<file path="src/rtl/uart_cmd_ctrl.sv">
// uart_cmd_ctrl: UART byte command parser (0xAA addr data = write, 0xBB addr = read) driving RF_* and returning read data on TX_*; CMD_BUSY when not idle; UART_CMD_ERR_DROP_EN aborts frames on errored bytes
module uart_cmd_ctrl #(
  parameter int Data_width = 8,
  parameter int Addr_width = 4,
  parameter int Rd_timeout = 15
) (
  input  logic                  CLK,
  input  logic                  RST,
  input  logic [Data_width-1:0] RX_P_DATA,
  input  logic                  RX_D_VLD,
  input  logic                  RX_PAR_ERR,
  input  logic                  RX_STP_ERR,
  input  logic                  TX_BUSY,
  output logic [Data_width-1:0] TX_P_DATA,
  output logic                  TX_D_VLD,
  output logic [Addr_width-1:0] RF_ADDR,
  output logic                  RF_WR_EN,
  output logic [Data_width-1:0] RF_WR_DATA,
  output logic                  RF_RD_EN,
  input  logic [Data_width-1:0] RF_RD_DATA,
  input  logic                  RF_RD_DATA_VLD,
  output logic                  CMD_BUSY
);
  typedef enum logic [2:0] {IDLE, WR_ADDR, WR_DATA, WR_STROBE, RD_ADDR, RD_WAIT, TX_SEND, TX_HOLD} state_t;
  localparam int cnt_w = $clog2(Rd_timeout + 1);
  localparam logic [Data_width-1:0] cmd_wr = Data_width'(8'hAA);
  localparam logic [Data_width-1:0] cmd_rd = Data_width'(8'hBB);
`ifdef UART_CMD_ERR_DROP_EN
  localparam bit err_drop = 1'b1;
`else
  localparam bit err_drop = 1'b0;
`endif
  state_t state;
  logic [cnt_w-1:0] cnt;
  logic err;
  assign err = err_drop && (RX_PAR_ERR || RX_STP_ERR);
  assign CMD_BUSY = state != IDLE;
  always_ff @(posedge CLK) begin
    if (RST) begin
      state      <= IDLE;
      cnt        <= '0;
      TX_P_DATA  <= '0;
      TX_D_VLD   <= 1'b0;
      RF_ADDR    <= '0;
      RF_WR_EN   <= 1'b0;
      RF_WR_DATA <= '0;
      RF_RD_EN   <= 1'b0;
    end else begin
      RF_WR_EN <= 1'b0;
      RF_RD_EN <= 1'b0;
      TX_D_VLD <= 1'b0;
      case (state)
        IDLE:
          if (RX_D_VLD && !err)
            state <= (RX_P_DATA == cmd_wr) ? WR_ADDR : (RX_P_DATA == cmd_rd) ? RD_ADDR : IDLE;
        WR_ADDR:
          if (RX_D_VLD) begin
            state <= err ? IDLE : WR_DATA;
            if (!err) RF_ADDR <= RX_P_DATA[Addr_width-1:0];
          end
        WR_DATA:
          if (RX_D_VLD) begin
            state <= err ? IDLE : WR_STROBE;
            if (!err) RF_WR_DATA <= RX_P_DATA;
          end
        WR_STROBE: begin
          RF_WR_EN <= 1'b1;
          state    <= IDLE;
        end
        RD_ADDR:
          if (RX_D_VLD) begin
            state <= err ? IDLE : RD_WAIT;
            if (!err) begin
              RF_ADDR  <= RX_P_DATA[Addr_width-1:0];
              RF_RD_EN <= 1'b1;
              cnt      <= '0;
            end
          end
        RD_WAIT:
          if (RF_RD_DATA_VLD) begin
            TX_P_DATA <= RF_RD_DATA;
            cnt       <= '0;
            state     <= TX_SEND;
          end else if (cnt == cnt_w'(Rd_timeout - 1)) begin
            cnt   <= '0;
            state <= IDLE;
          end else
            cnt <= cnt + 1'b1;
        TX_SEND:
          if (!TX_BUSY) begin
            TX_D_VLD <= 1'b1;
            state    <= TX_HOLD;
          end
        TX_HOLD:
          if (TX_BUSY) state <= IDLE;
      endcase
    end
  end
endmodule

</file>
<file path="config.mk">
export PLATFORM = sky130hd
export DESIGN_NAME = uart_cmd_ctrl
export DESIGN_NICKNAME = d
export VERILOG_FILES = /design/src/rtl/uart_cmd_ctrl.sv
export SDC_FILE = /design/constraint.sdc
export NUM_CORES = 1
export LEC_CHECK = 0
export CELL_PAD_IN_SITES_DETAIL_PLACEMENT = 1
export CELL_PAD_IN_SITES_GLOBAL_PLACEMENT = 1
export CORE_AREA = 5 5 71 73
export CTS_BUF_LIST = sky130_fd_sc_hd__clkbuf_16
export DETAILED_ROUTE_END_ITERATION = 10
export DIE_AREA = 0 0 76 78
export PLACE_DENSITY = 0.83
export REMOVE_ABC_BUFFERS = 1
export SLEW_MARGIN = 15
export SYNTH_ARGS = -nofsm -noshare
export SYNTH_HDL_FRONTEND = slang
export SYNTH_SLANG_ARGS = --single-unit
</file>
<file path="constraint.sdc">
create_clock -name CLK -period 1.7 [get_ports CLK]
set_input_delay 0.17 -clock CLK [delete_from_list [all_inputs] [get_ports CLK]]
set_output_delay 0.17 -clock CLK [all_outputs]
set_load 0.01 [all_outputs]
</file>
==> impl_metrics.csv <==
group,metric,value,unit
status,status,"finished clean",
routing,wl_per_cell,14.6,µm
worst_setup_path,critical_path_depth,3,
floorplanning,dieHeight,78,µm
pwr,pwr-share-clk,45.4,%
timing,slew_violations,0,
timing,tns,0,ns
cells_and_area,final_area,2000,µm²
clock_tree,cts_root_buffer,"clkbuf_16",
floorplanning,rows,24,
routing,dr.pass1.iters,4,
worst_setup_path,slowest_stage,"clkdlybuf4s50_1",
timing,period_minus_slack,1.64,ns
pwr,pwr-share-seq,42.6,%
timing,slew_headroom,69.8,%
clock_tree,cts_tree,"built",
routing,wl_met2,1780,µm
floorplanning,ios,47,
global_route,grt.total_usage,12.6,%
worst_setup_path,cp_max_fo,11,
clock_tree,cts_hold_buf,0,
synthesis,seq_area_frac_synth,45.3,%
floorplanning,core,4290,µm²
worst_setup_path,crit_start,"state[2]",
hold_path,worstHoldPathType,"reg -> reg",
worst_setup_path,worstSetupPathType,"reg -> out",
worst_setup_path,reg2reg_depth,5,
worst_setup_path,reg2reg_slack,0.20,ns
cells_and_area,drive_above_1_share,10.4,%
global_route,grt_pass1_vias,1355,
worst_setup_path,path_delay_family,"buffers and inverters",
synthesis,synth_top_area_share,45.3,%
clock_tree,post_cts_buffers,0,
pwr,pwr-share-comb,12.1,%
placed_design,io_buffers,44,
floorplanning,start_util,30.9,%
worst_setup_path,required,1.53,ns
flow_run,maxCapViolations,0,
synthesis,syn_area_per_cell,8.73,µm²
synthesis,synth_area_leader_cell,"dfxtp_1",
timing,post-route-period-util,96.5,%
routing,drt-met1-wl,1550,µm
routing,top_layer,"met4",
clock_tree,cts_made_buffers,5,
global_route,antenna_found_initial,0,
clock_tree,clk_path_buf_depth,2,
synthesis,ys_types,35,
cells_and_area,utilization,46.6,%
worst_setup_path,worst-path-buf-inv,2,
pwr,vdd_drop_max,519,µV
cells_and_area,n_fill_cell,507,
placed_design,hpwlAfterDp,2660,µm
worst_setup_path,reg2reg_to,"state[0]",
timing,clock.fmax,610,MHz
routing,drtAntennaViolNets,0,
pwr,total_power,1750,µW
clock_tree,clkSlewWorstSetupHoldPaths,0.05,ns
pwr,p_switching,391,µW
placed_design,place_congestion,0.798,
global_route,grt-ovfl-total,0,
routing,first_iter_violations,50,
clock_tree,clkSinkCount,30,
cells_and_area,fin_nets,226,
timing,rsz0062_at_grt,"no",
worst_setup_path,slowest_delay,0.50,ns
timing,setup_viol,0,
worst_setup_path,r2r_start,"cnt[0]",
placed_design,place_area,1850,µm²
routing,met3_length,362,µm
cells_and_area,layout_common_cells,"clkdlybuf4s50_1, dfxtp_1, nand2_1, a21oi_1, nor2_1",
pwr,leakagePower,0.000705,µW
pwr,p_int,1360,µW
synthesis,synthCells,152,
hold_path,whs_path_depth,2,
global_route,grt_first_pass_wirelength,6160,µm
clock_tree,htree_levels,2,
worst_setup_path,endpoint,"CMD_BUSY",
worst_setup_path,crit_arrival,1.47,ns
cells_and_area,mostFrequentLayoutCell,"clkdlybuf4s50_1",
worst_setup_path,path_cells,"nor3_4, inv_1, clkdlybuf4s50_1",
routing,viasPerCell,4.99,
placed_design,place_inst,246,
floorplanning,die_area,5930,µm²
floorplanning,dieWidth,76,µm
worst_setup_path,critPathCaptureType,"output pin",
clock_tree,clk-insertion-delay-late,0.27,ns
timing,skew,0.00538,ns
worst_setup_path,worst_setup_path_start_kind,"register",
timing,finalHoldViolCount,0,
synthesis,syn-cell-area,1330,µm²
cells_and_area,syn_to_final_growth,50.8,%
cells_and_area,final_cells,253,
synthesis,ys_ff_latch,30,
timing,worst_slew_pin_slew,0.447,ns
global_route,grt_max_degree,31,
routing,vias,1262,
routing,drt_wl_total,3700,µm
synthesis,netlist_top_cells_area,"dfxtp_1, a21oi_1, mux2i_1",
cells_and_area,antennaDiodeCount,0,
routing,drcViolationCount,0,
pwr,swShare,22.4,%
synthesis,synth_warnings,0,
pwr,power_density,874,nW/µm²
## worst reg2reg max path: stages (launching register included)
cell	delay [ns]
dfxtp_1	0.37
inv_1	0.09
ha_1	0.23
a31oi_2	0.31
o221ai_2	0.15
a311oi_1	0.26
## worst min-delay path by stage
stage	start	end	slack [ns]
finish	TX_P_DATA[5]	TX_P_DATA[5]	0.45
global route	RF_RD_DATA[2]	TX_P_DATA[2]	0.48
CTS	RF_RD_DATA[7]	TX_P_DATA[7]	0.46
detailed placement	TX_P_DATA[7]	TX_P_DATA[7]	0.46
global placement	TX_P_DATA[1]	TX_P_DATA[1]	0.44
floorplan	RST	RF_ADDR[0]	0.24
## area by class of cell
cell class	instances	area, µm²	share of cell area, %
Clock inverter	2	7.51	0.375
Inverter	3	11.3	0.563
Timing Repair Buffer	51	493	24.7
Sequential cell	30	604	30.2
Tap cell	52	65.1	3.25
Multi-Input combinational cell	110	693	34.7
Clock buffer	5	125	6.26
## power groups by stage
stage	Combinational [µW]	Clock [µW]	Sequential [µW]
6_report	211	793	744
3_3_place_gp	205	0	752
5_1_grt	230	847	746
2_1_floorplan	69.3	0	760
4_1_cts	212	819	741
3_5_place_dp	206	0	753
## state kept, by name, summed over array words and instances, names as in the netlist
name	flops
RF_WR_DATA	8
TX_P_DATA	8
RF_ADDR	4
cnt	4
state	3
RF_RD_EN	1
RF_WR_EN	1
TX_D_VLD	1
## Yosys cell counts, drive strengths merged
master and number:
nand3b 2, o211ai 1, nor2 11, nand2 21
a31oi 2, nand2b 3, buf 4, a311oi 2
nor4 1, nor2b 3, nor3 2, a211oi 1
and3b 1, nor3b 1, a211o 1, or4b 1
and4b 1, dfxtp 30, ha 2, and4bb 1
nand4b 3, o21ai 9, inv 3, a21o 1
xnor2 1, nand3 7, mux2i 8, o221ai 1
nand4 3, clkbuf 5, nor4bb 1, and2 2
a21oi 16, xor2 1
## kinds of logic (layout without fill, tap and decap cells)
group / after synthesis / count (layout) / share of synthesized area, %
muxes: 8 / 8 / 6.04
buffers and inverters: 12 / 61 / 3.77
AOI/OAI and AO/OA: 34 / 34 / 15.6
xor gates and xnor gates: 2 / 2 / 1.32
adders and majority gates: 2 / 2 / 1.89
DFF: 30 / 30 / 45.3
and+or+nand+nor: 64 / 64 / 26.1
## stage by stage
stage,hold slack (ns),worst slack [ns]
floorplan,0.239,0.249
global placement,0.442,0.169
detailed placement,0.456,0.141
CTS,0.460,0.00665
global route,0.481,0.00919
finish,0.454,0.0601
## repair_timing
item                       CTS  global route
pin swaps                    1             0
setup endpoints to repair    1             2
resized for setup            3             3
## per-layer routing
metal | global-route usage, % | vias up
li1 | - | 637
met1 | 13.5 | 583
met2 | 21.7 | 39
met3 | 6.71 | 3
met4 | 2.67 | 0
met5 | 0 | -
(Power assumes the default switching activity.)
